### src/rtl/sub_result_stage.sv
// sub_result_stage
//   Registered result stage behind the 32-bit ripple subtractor. It captures
//   the operands and the subtractor's diff, derives status flags, cross-checks
//   diff against a behavioural A-B, and presents each result on a valid/ready
//   output. A one-entry skid register behind the output register sustains one
//   result per cycle while in_ready stays a plain flop.
//
//   Optional feature: define SUB_STAGE_STICKY_EN to enable the sticky
//   error/overflow indicator. Without it, sticky_err is tied low, clr_sticky
//   is ignored, and both ports remain so the interface is the same either way.
//
// Ports
//   clk        in   1      clock, rising edge
//   rst        in   1      synchronous active-high reset
//   in_valid   in   1      A/B/diff valid this cycle
//   in_ready   out  1      stage can accept (registered)
//   in_a       in   W      minuend
//   in_b       in   W      subtrahend
//   in_diff    in   W      diff from ripple subtractor
//   out_valid  out  1      result valid
//   out_ready  in   1      downstream accepts
//   out_diff   out  W      registered diff
//   out_flags  out  5      {err,ovf,brw,neg,zero}
//   res_count  out  CNT_W  delivered-result counter, wraps
//   clr_sticky in   1      clears sticky_err
//   sticky_err out  1      sticky err|ovf indicator
module sub_result_stage #(
    parameter int unsigned W     = 32,
    parameter int unsigned CNT_W = 16
) (
    input  logic             clk,
    input  logic             rst,
    input  logic             in_valid,
    output logic             in_ready,
    input  logic [W-1:0]     in_a,
    input  logic [W-1:0]     in_b,
    input  logic [W-1:0]     in_diff,
    output logic             out_valid,
    input  logic             out_ready,
    output logic [W-1:0]     out_diff,
    output logic [4:0]       out_flags,
    output logic [CNT_W-1:0] res_count,
    input  logic             clr_sticky,
    output logic             sticky_err
);

    localparam int unsigned FLAG_W = 5;

    typedef enum logic [1:0] {
        EMPTY = 2'd0,
        ONE   = 2'd1,
        FULL  = 2'd2
    } state_t;

    state_t             state;
    state_t             state_nxt;
    logic [W-1:0]       skid_diff;
    logic [FLAG_W-1:0]  skid_flags;
    logic [W-1:0]       ref_diff_c;
    logic [FLAG_W-1:0]  in_flags_c;
    logic               accept_c;
    logic               deliver_c;
    logic               load_out_c;
    logic               load_skid_c;
    logic               move_skid_c;

    // Status flags of the incoming entry; ovf follows the supplied diff's sign.
    always_comb begin
        ref_diff_c = in_a - in_b;
        in_flags_c = {
            (in_diff != ref_diff_c),
            (in_a[W-1] != in_b[W-1]) && (in_diff[W-1] != in_a[W-1]),
            (in_a < in_b),
            in_diff[W-1],
            (in_diff == '0)
        };
    end

    assign accept_c  = in_valid && in_ready;
    assign deliver_c = out_valid && out_ready;

    // Next-state and load controls for output reg + skid reg.
    always_comb begin
        state_nxt   = state;
        load_out_c  = 1'b0;
        load_skid_c = 1'b0;
        move_skid_c = 1'b0;
        case (state)
            EMPTY: begin
                if (accept_c) begin
                    load_out_c = 1'b1;
                    state_nxt  = ONE;
                end
            end
            ONE: begin
                if (accept_c && deliver_c) begin
                    load_out_c = 1'b1;
                end else if (accept_c) begin
                    load_skid_c = 1'b1;
                    state_nxt   = FULL;
                end else if (deliver_c) begin
                    state_nxt = EMPTY;
                end
            end
            FULL: begin
                if (deliver_c) begin
                    move_skid_c = 1'b1;
                    state_nxt   = ONE;
                end
            end
            default: begin
                state_nxt = EMPTY;
            end
        endcase
    end

    // State, datapath registers and delivery counter.
    always_ff @(posedge clk) begin
        if (rst) begin
            state      <= EMPTY;
            in_ready   <= 1'b0;
            out_valid  <= 1'b0;
            out_diff   <= '0;
            out_flags  <= '0;
            skid_diff  <= '0;
            skid_flags <= '0;
            res_count  <= '0;
        end else begin
            state     <= state_nxt;
            in_ready  <= (state_nxt != FULL);
            out_valid <= (state_nxt != EMPTY);
            if (load_out_c) begin
                out_diff  <= in_diff;
                out_flags <= in_flags_c;
            end else if (move_skid_c) begin
                out_diff  <= skid_diff;
                out_flags <= skid_flags;
            end
            if (load_skid_c) begin
                skid_diff  <= in_diff;
                skid_flags <= in_flags_c;
            end
            if (deliver_c) begin
                res_count <= res_count + CNT_W'(1);
            end
        end
    end

`ifdef SUB_STAGE_STICKY_EN
    // Set by an accepted err|ovf entry; set has priority over clear.
    always_ff @(posedge clk) begin
        if (rst) begin
            sticky_err <= 1'b0;
        end else if (accept_c && (in_flags_c[4] || in_flags_c[3])) begin
            sticky_err <= 1'b1;
        end else if (clr_sticky) begin
            sticky_err <= 1'b0;
        end
    end
`else
    logic unused_clr_sticky;
    assign unused_clr_sticky = clr_sticky;
    assign sticky_err        = 1'b0;
`endif

endmodule

### config.mk
export PLATFORM = sky130hd
export DESIGN_NAME = sub_result_stage
export DESIGN_NICKNAME = d
export VERILOG_FILES = /design/src/rtl/sub_result_stage.sv
export SDC_FILE = /design/constraint.sdc
export NUM_CORES = 1
export LEC_CHECK = 0
export ABC_AREA = 1
export ABC_CLOCK_PERIOD_IN_PS = 2300
export CAP_MARGIN = 40
export CORE_MARGIN = 2
export CORE_UTILIZATION = 47
export DETAILED_ROUTE_END_ITERATION = 8
export PLACE_DENSITY = 0.79
export SLEW_MARGIN = 20
export SYNTH_ARGS = -nofsm -noshare
export SYNTH_HDL_FRONTEND = slang
export SYNTH_SLANG_ARGS = --single-unit
### constraint.sdc
create_clock -name clk -period 2.3 [get_ports clk]
set_input_delay 0.23 -clock clk [delete_from_list [all_inputs] [get_ports clk]]
set_output_delay 0.23 -clock clk [all_outputs]
set_load 0.005 [all_outputs]
-- Word-level counts from Yosys, hierarchy flattened
Cells that the tools add are included.
W data, S select, Z words.
- bits in registers: 94
- input bits: 101
- output and inout bits: 56
- word-level logic and storage cells: 42
- add/subtract/negate cells: 2
- $lt $le $gt $ge: 1
- eq/ne operators: 6
- multiplexer cells: 17
- reductions and logical operators: 8
- operators by type and width (cell ; count):
    $mux W32 ; 2
    $logic_not A32 Y1 ; 1
    $lt A32 B32 Y1 ; 1
    $ne A32 B32 Y1 ; 1
    $sub A32 B32 Y32 ; 1
    $add A16 B1 Y16 const B ; 1
    $mux W2 ; 5
    $mux W5 ; 2
    $mux W1 ; 6
    $pmux W2 S3 ; 1
    $logic_and A1 B1 Y1 ; 4
    $reduce_bool A2 Y1 ; 2
    $eq A2 B1 Y1 const B ; 1
    $eq A2 B2 Y1 const B ; 1
    $logic_not A2 Y1 ; 1
    $ne A1 B1 Y1 ; 2
    $ne A2 B2 Y1 const B ; 1
    $pmux W1 S2 ; 1

-- Logic depth before layout (Yosys ltp)
Gate-level depths: netlist of run 1.
- depth in word-level cells: 6
- gate-level depth with buffers: 20
- mapped depth without buffers: 20

-- Worst setup path before layout of run 1
Ideal clock, no wire load.
- kind: input to register
- start point: input port in_a[0]
- end point: register skid_flags[4]
- setup time: 117 ps
- arrival time: 2010 ps
- data required time: 2183 ps
- setup slack: 173 ps
- cell stages on the path: 19
- path buffers: 0
- cells stage by stage: inv_1 ha_1 fa_1 inv_1 nand2_1 nand2_2 nand3_1 nand2_1 nand2_1 nand2_1 nand2_1 nand2_1 nand2_1 a21oi_1 nand2_1 nor2_1 nand3_1 nor2_1 nor2_1
- word-level cells in the longest chain between the ends: 2
- ends and longest elaborated chain (item ; line ; RTL):
    start, declared ; 35 ; input logic [W-1:0] in_a,
    $sub A32 B32 Y32 ; 69 ; ref_diff_c = in_a - in_b;
    $ne A32 B32 Y1 ; 71 ; (in_diff != ref_diff_c),
    end signal, assigned ; 141 ; skid_flags <= in_flags_c;
    end, declared ; 58 ; logic [FLAG_W-1:0] skid_flags;
No other way between the ends.
A chain may end at the register's enable or synchronous reset.

-- Worst setup path after layout of run 1
- start point: input port in_a[8]
- end point: register skid_flags[4]
Same word-level chain as after synthesis.

==> results of run 1 <==
-- kinds of logic after synthesis --
| family | Yosys count |
|---|---|
| XOR/XNOR | 25 |
| flip-flops | 92 |
| buffers and inverters | 257 |
| adder cells (fa/ha/maj) | 34 |
| other | 1 |
| AO/OA/AOI/OAI | 162 |
| AND/OR/NAND/NOR | 576 |
-- final cells by class --
class                   instances  area, µm²
multi-input cells             798       5170
fillers                      1045       3600
repair buffers                254       2450
flip-flops and latches         92       1840
inverters                     230        863
clock buffers                  10        239
well taps                     184        230
clock inverters                 6       30.0
-- synthesized netlist by cell type, drive strengths merged --
master	number	area share (%)
clkinv	2	0.11
a21o	1	0.11
dfxtp	92	27
fa	1	0.29
nor2	94	5.8
nor3	11	1.1
nand3	54	4.3
a21oi	71	5.3
o21ai	48	3.5
nor3b	2	0.29
conb	1	0.055
or2	3	0.27
clkbuf	18	0.98
nand4	13	1.2
xnor2	15	1.9
and2	1	0.091
xor2	10	1.3
a31oi	3	0.27
nor4	8	0.73
o221ai	1	0.13
ha	33	6.0
a21boi	1	0.11
o211ai	33	3.6
buf	9	0.66
o21bai	4	0.44
nand2	381	21
inv	228	12
nand3b	9	1.0
-- cell usage in the layout (no fill, tap or decap), types with 4 or more instances in the layout --
cell type and n:
nand3_1 36, o21ai_0 44, a21oi_4 4, xnor2_1 15, nor2_4 22, xor2_1 10
buf_4 91, nor3_1 6, ha_4 27, a21oi_2 13, clkinv_2 6, inv_1 190
clkdlybuf4s50_1 113, buf_6 5, dlymetal6s2s_1 38, nand2_2 64, a21oi_1 54, nor4_1 7
nand3_2 14, nand3_4 4, nand4_1 13, nor2_2 15, clkbuf_16 9, nor2_1 57
ha_1 5, o211ai_1 33, inv_2 38, nand3b_1 8, dfxtp_1 92, nand2_1 287
nand2_4 28, buf_12 4
-- layer usage --
metal  part of all wire, %  wire (µm)
met1                    41       9790
met2                    49      11800
met5                     0          0
met3                   6.6       1590
met4                   3.6        866
-- sequential cells by signal, summed over array words and instances, names as in the netlist --
register and cells:
out_flags 5, in_ready 1, out_valid 1, state 2, res_count 16, skid_flags 5
out_diff 31, skid_diff 31
-- through the flow --
step	total power [mW]	std cells	hold WS, ns	setup TNS (ns)
6_report	5.03	1574	0.475	-0.0132
5_1_grt	5.28	1574	0.492	-0.245
4_1_cts	4.63	1557	0.468	0
3_5_place_dp	3.22	1538	0.458	-2.01
3_3_place_gp	3.20	1538	0.444	-1.47
2_1_floorplan	2.54	1147	0.378	0
-- power breakdown --
| part | internal [mW] | switching, mW | leakage (nW) |
|---|---|---|---|
| Clock | 0.749 | 0.599 | 0.142 |
| Combinational | 0.914 | 1.08 | 4.60 |
| Sequential | 1.65 | 0.0342 | 0.747 |
| Total | 3.32 | 1.71 | 5.49 |
-- worst max path at each step --
stage	end	depth (start not counted)	from
floorplan	skid_flags[4]	19	in_a[0]
global placement	skid_flags[4]	20	in_a[0]
detailed placement	out_flags[4]	20	in_a[0]
CTS	out_flags[4]	19	in_b[12]
global route	out_flags[4]	14	in_a[3]
finish	skid_flags[4]	17	in_a[8]
-- worst max-delay path: stages --
cell and delay [ns]:
clkdlybuf4s50_1 0.50, ha_4 0.23, nand2_1 0.08, nand2_1 0.09
inv_1 0.11, nand2_4 0.08, a21oi_4 0.20, nand2_4 0.09
nand4_1 0.13, nand3_1 0.11, buf_4 0.14, nand3_1 0.08
nand2_2 0.07, nor2_1 0.11, nand3_1 0.12, nor2_1 0.11
nor2_1 0.04
-- what timing repair did --
action | 4_1_cts | 5_1_grt
resized for setup | 48 | 278
gates cloned | 0 | 0
setup endpoints to repair | 3 | 4
pin swaps | 22 | 136
setup buffers | 3 | 17
==> flow_summary.yaml, run 1 <==
run_status:
  status: "finished, violations left"
  violations: "setup timing"
worst_setup_path:
  timing.rr.end: "res_count[14]"
  endpoint_kind: "flop"
  crit_path_start_kind: "primary input"
  path_class: "in -> reg"
  cp.required_ns: 2.54
  arrival_ns: 2.55
  crit_path_max_fanout: 4
  ff2ff_setup_slack_ns: 0.30
  rr_worst_depth: 12
  r2r_start: "res_count[1]"
finish:
  diodes: 0
  layout-area-overhead-vs-synth_pct: 57.8
  drive_gt1_share_pct: 26.1
  fin_util_pct: 75.1
  fin_nets: 1520
  final_area_mm2: 0.0108
cts:
  cts_tree: "built"
  worstSkewPairLatency_ns: 0.34
  clkSinkCount: 92
  numCtsBuffers: 9
  cts-root-buf: "clkbuf_16"
  htreeDepth: 3
  hold_buffers: 0
  path_clk_slew_ns: 0.06
  ctsLongestPathBuffers: 2
synthesis:
  ys_seq_elements: 92
  synthAdderAreaFrac_pct: 6.31
  ys.warnings.count: 0
  synth_xor_area_share_pct: 3.19
  syn_area_per_cell_um2: 5.98
  syn-num-nets: 1282
  synth_compound_area_share_pct: 13.5
  synth_cells: 1147
  syn-cell-area_mm2: 0.00686
  netlist-cell-type-count: 41
  muxShareOfSynthArea_pct: 0
  ys_seq_area_share_pct: 26.8
  synth_simple_gate_area_share_pct: 35.9
  synth_top_family_by_area: "simple AND/OR/NAND/NOR gates"
global_route:
  grt_pass1_wl_um: 34500
  grt_antenna_before_repair: 0
  grt_util_all_layers_pct: 26.8
  gr-usage-met2_pct: 46.1
  grt_use_met3_pct: 4.30
  grt_max_degree: 82
  grt.busiest_layer: "met2"
  gr-total-overflow: 0
  first_global_vias: 7342
  met1_usage_pct: 34.3
placement:
  dp_slack_ns: -0.588
  gp_congestion: 0.951
  placed_area_mm2: 0.00917
  hpwl_um: 16300
  portBuffers: 154
min_path:
  min_path_type: "reg -> reg"
  hp-start: "skid_flags[3]"
  hold_path_end: "skid_flags[3]"
  whs_path_depth: 2
sta:
  finalSetupViolCount: 2
  fin_ws_ns: -0.00969
  hold_viol: 0
  max_freq_ghz: 0.433
  period_needed_ns: 2.31
  finClkSkew_ns: 0.00550
  period_share_pct: 100
  maxSlewViolCount: 0
drt:
  vias: 8235
  via_per_inst: 5.23
  totalWireLength_um: 24100
  drt_iter0_drc: 707
  drc: 0
  detail_route.wl_per_cell_um: 15.3
  ant_nets: 0
  first_pass_iters: 5
floorplanning:
  io_pins: 157
  fp.dieW_um: 125
  dieArea_mm2: 0.0156
  start_util_pct: 47.6
  die_h_um: 125
  rows: 44
  core_mm2: 0.0144
power:
  peakVddDrop_mv: 0.357
  p_leak_nw: 5.49
  power_density_mw_per_mm2: 464
flow_run:
  cap_violations: 0
No activity file was read; power rests on OpenSTA's default activity.
==> run 2, diff against run 1 <==
- CAP_MARGIN: 40 -> 20
- SKIP_CTS_REPAIR_TIMING: not set -> 1
==> flow_summary.yaml, run 2 (same netlist as run 1, synthesis figures left out) <==
floorplanning:
  io_pins: 157
  fp.dieW_um: 125
  dieArea_mm2: 0.0156
  die_h_um: 125
  start_util_pct: 47.6
  rows: 44
  core_mm2: 0.0144
cts:
  path_clk_slew_ns: 0.06
  worstSkewPairLatency_ns: 0.34
  htreeDepth: 3
  ctsLongestPathBuffers: 2
  cts-root-buf: "clkbuf_16"
  numCtsBuffers: 9
  cts_tree: "built"
  clkSinkCount: 92
finish:
  layout_common_cells: "nand2_1, inv_1, clkdlybuf4s50_1"
  final_area_mm2: 0.0109
  reg.largest.list: "out_diff x31, skid_diff x31, res_count x16"
  diodes: 0
  fin_nets: 1518
  finalNonFillerCells: 1572
  layout-area-overhead-vs-synth_pct: 58.7
  drive_gt1_share_pct: 26.9
  layout_commonest_cell: "nand2_1"
sta:
  finalSetupViolCount: 2
  period_needed_ns: 2.35
  maxSlewViolCount: 0
  period_share_pct: 102
  finClkSkew_ns: 0.00556
  hold_viol: 0
  fin_ws_ns: -0.0537
  max_freq_ghz: 0.425
placement:
  placed_area_mm2: 0.00917
  hpwl_um: 16300
  placed_cells: 1538
  gp_congestion: 0.951
  portBuffers: 154
drt:
  ant_nets: 0
  first_pass_iters: 6
  vias: 8196
  via_per_inst: 5.21
  totalWireLength_um: 23700
  drc: 0
  detail_route.wl_per_cell_um: 15.1
  drt_iter0_drc: 648
worst_setup_path:
  rr_worst_depth: 12
  critPathCapture: "out_flags[4]"
  cp-startpoint: "in_b[0]"
  crit_path_max_fanout: 2
  path_cells: "dlymetal6s2s_1 -> ha_4 -> fa_2 -> xor2_1 -> nand3_2 -> nor2_1 -> nand3_1 -> nor2_2 -> nand3_2 -> nor2_2 -> nand4_1 -> nor2_1 -> nand3_1 -> nor2_1 -> nor2_1"
  crit_path_start_kind: "primary input"
  endpoint_kind: "flop"
  slowest_stage: "fa_2"
  timing.rr.end: "res_count[14]"
  path_class: "in -> reg"
  r2r_start: "res_count[1]"
  ff2ff_setup_slack_ns: 0.30
  arrival_ns: 2.59
  cp.required_ns: 2.54
  critPathMaxStageDelay_ns: 0.58
  path_common_cell: "nor2_1"
global_route:
  grt_antenna_before_repair: 0
  grt.busiest_layer: "met2"
  met1_usage_pct: 33.9
  grt_util_all_layers_pct: 26.2
  gr-usage-met2_pct: 44.9
  grt_pass1_wl_um: 33800
  grt_max_degree: 82
  gr-total-overflow: 0
  first_global_vias: 7224
  grt_use_met3_pct: 4.42
flow_run:
  cap_violations: 0
power:
  power_density_mw_per_mm2: 462
  p_leak_nw: 5.55
  peakVddDrop_mv: 0.356
run_status:
  status: "finished, violations left"
  violations: "setup timing"
min_path:
  min_path_type: "reg -> reg"
## run 2: changes by cell type in the layout (fill, tap and decap cells not counted), sizes merged
| cell | before | now |
|---|---|---|
| buf | 100 | 98 |
| clkdlybuf4s50 | 113 | 107 |
| dlygate4sd2 | 3 | 0 |
| dlymetal6s2s | 38 | 47 |
## run 2: per-stage QoR
step	setup TNS, ns	power [mW]	hold WS [ns]	setup WS, ns	utilization (%)
global route	-0.364	5.29	0.492	-0.176	75.5
CTS	-0.578	4.56	0.468	-0.227	65.5
finish	-0.0833	5.03	0.475	-0.0537	75.5
detailed placement	-2.01	3.22	0.458	-0.588	63.6
floorplan	0	2.54	0.378	0.173	-
global placement	-1.47	3.20	0.444	-0.448	63.6
## run 2: worst min-delay path by stage
stage / start / endpoint / slack (ns) / cells past startpoint
6_report: skid_flags[3] / skid_flags[3] / 0.47 / 2
5_1_grt: skid_flags[3] / skid_flags[3] / 0.49 / 2
4_1_cts: skid_flags[3] / skid_flags[3] / 0.47 / 2
3_5_place_dp: skid_flags[3] / skid_flags[3] / 0.46 / 2
3_3_place_gp: res_count[15] / res_count[15] / 0.44 / 1
2_1_floorplan: in_diff[10] / skid_diff[10] / 0.38 / 2
## run 2: metal layers
layer / routed length [µm] / part of all wire, % / vias up
met2: 11400 / 48 / 337
met5: 0 / 0 / -
met3: 1690 / 7.1 / 77
li1: - / - / 4041
met4: 812 / 3.4 / 0
met1: 9740 / 41 / 3741
## run 2: layout make-up
type / count / area, µm²
clock buffer: 10 / 239
clock inverter: 6 / 30.0
fill: 1040 / 3540
inverter: 230 / 863
multi-input combinational: 798 / 5220
sequential: 92 / 1840
tap: 184 / 230
timing repair buffer: 252 / 2470
## run 2: worst max-delay path, delay by kind of cell
family                     cells  cell delay (ns)
and+or+nand+nor               11             1.24
adders and majority gates      2             0.75
xor gates and xnor gates       1             0.21
buffers and inverters          1             0.15
## run 2: where the power goes
part / leakage [nW] / switching [mW] / internal [mW]
clock: 0.142 / 0.598 / 0.749
sequential: 0.747 / 0.0345 / 1.65
combinational: 4.67 / 1.07 / 0.923
total: 5.55 / 1.71 / 3.33
==> run 3, diff against run 2 <==
- ABC_CLOCK_PERIOD_IN_PS: 2300 -> 2700
- CORE_UTILIZATION: 47 -> 48
- MAX_ROUTING_LAYER: not set -> met4
- PLACE_DENSITY: 0.79 -> 0.77
- clock period: 2.3 -> 2.7 ns (I/O delays scaled with it)
==> flow_summary.yaml, run 3 (same netlist as run 1, synthesis figures left out) <==
placement:
  portBuffers: 154
  placed_cells: 1519
  hpwl_um: 16200
  gp_congestion: 0.975
  dp_slack_ns: -0.205
  placed_area_mm2: 0.00903
finish:
  drive_gt1_share_pct: 9.80
  layout_common_cells: "nand2_1, inv_1, clkdlybuf4s50_1"
  finalNonFillerCells: 1537
  final_area_mm2: 0.00944
  fillers: 1302
  layout-area-overhead-vs-synth_pct: 37.5
  layout_commonest_cell: "nand2_1"
  fin_nets: 1487
  diodes: 0
  reg.largest.list: "out_diff x31, skid_diff x31, res_count x16"
worst_setup_path:
  arrival_ns: 2.74
  endpoint_kind: "flop"
  crit_path_max_fanout: 4
  cp.required_ns: 2.93
  path_class: "in -> reg"
  crit_path_start_kind: "primary input"
global_route:
  gr-total-overflow: 0
  grt_util_all_layers_pct: 28.0
  grt_antenna_before_repair: 0
  first_global_vias: 7061
  grt_max_degree: 53
  grt_pass1_wl_um: 33000
cts:
  cts-root-buf: "clkbuf_16"
  ctsLongestPathBuffers: 2
  htreeDepth: 3
  path_clk_slew_ns: 0.06
  worstSkewPairLatency_ns: 0.34
  numCtsBuffers: 9
  cts_tree: "built"
  clkSinkCount: 92
drt:
  ant_nets: 0
  first_pass_iters: 5
  drc: 0
  totalWireLength_um: 20200
  via_per_inst: 4.95
  vias: 7611
  detail_route.wl_per_cell_um: 13.2
  drt_iter0_drc: 523
power:
  p_total_mw: 4.16
  seqPwrFrac_pct: 34.5
  clockPowerShare_pct: 34.8
  power_density_mw_per_mm2: 441
  peakVddDrop_mv: 0.373
  p_leak_nw: 4.78
  swShare_pct: 29.5
  internal_power_mw: 2.93
  p_sw_mw: 1.23
  power_frac_comb_pct: 30.7
sta:
  finalSetupViolCount: 0
  rsz0062_at_grt: "no"
  fin_ws_ns: 0.193
  maxSlewViolCount: 0
  period_share_pct: 92.9
  finClkSkew_ns: 0.00340
  max_freq_ghz: 0.399
  period_needed_ns: 2.51
  hold_viol: 0
  fin_tns_setup_ns: 0
floorplanning:
  die_h_um: 124
  core_mm2: 0.0139
  start_util_pct: 49.3
  io_pins: 157
  dieArea_mm2: 0.0153
  rows: 43
  fp.dieW_um: 124
run_status:
  status: "completed"
flow_run:
  cap_violations: 0
min_path:
  min_path_type: "reg -> reg"
[run 3: cell count changes in the layout (fill, tap and decap cells not counted), moves of 17 or more]
cell,change
dlymetal6s2s_1,-45
inv_1,+38
inv_2,-38
nor2_4,-19
nand2_4,-29
nand2_1,+86
nor2_1,+25
a21oi_1,+17
ha_4,-28
clkdlybuf4s50_1,+45
ha_1,+27
nand2_2,-55
buf_4,-25
[run 3: per-layer routing]
layer / global-route usage (%) / vias up / part of all wire, %
li1: - / 3978 / -
met1: 35.5 / 3338 / 45
met2: 46.2 / 254 / 47
met3: 4.35 / 41 / 5.8
met4: 8.03 / 0 / 2.3
met5: - / - / 0
[run 3: area by class of cell]
cell class | count | area, µm² | area share (%)
multi-input combinational | 798 | 4080 | 43.2
timing repair buffer | 221 | 2070 | 22.0
sequential | 92 | 1840 | 19.5
inverter | 230 | 863 | 9.15
clock buffer | 10 | 239 | 2.53
tap | 180 | 225 | 2.39
clock inverter | 6 | 111 | 1.18
[run 3: through the flow]
stage	hold WS, ns	util [%]
detailed placement	0.456	64.8
CTS	0.465	67.3
global route	0.482	67.7
finish	0.463	67.7
floorplan	0.418	-
global placement	0.441	64.8
[run 3: worst paths after layout]
| check | startpoint | endpoint | slack, ns | cells past startpoint |
|---|---|---|---|---|
| hold / removal | res_count[15] | res_count[15] | 0.46 | 1 |
| hold reg to reg | res_count[15] | res_count[15] | 0.46 | 1 |
| setup reg to reg | out_valid | res_count[14] | 0.69 | 13 |
| setup / recovery | in_b[7] | skid_flags[4] | 0.19 | 17 |
[run 3: power groups by stage]
stage               Clock (mW)  Sequential [mW]  Combinational [mW]
floorplan                    0             1.47               0.700
global placement             0             1.47                1.24
detailed placement           0             1.47                1.25
CTS                       1.46             1.44                1.26
global route              1.52             1.44                1.43
finish                    1.45             1.44                1.28
[run 3: critical path, cell delays in order]
cell and delay (ns):
clkdlybuf4s50_1 0.45, inv_1 0.04, ha_1 0.32, nand2_1 0.18, inv_1 0.06, nand2_1 0.06, nand2_1 0.07, a21oi_1 0.21
nand2_2 0.14, nand2_1 0.11, nand3b_1 0.08, nand2_1 0.14, nand4_1 0.17, nor2_1 0.16, nand3_1 0.12, nor2_1 0.12
nor2_1 0.04
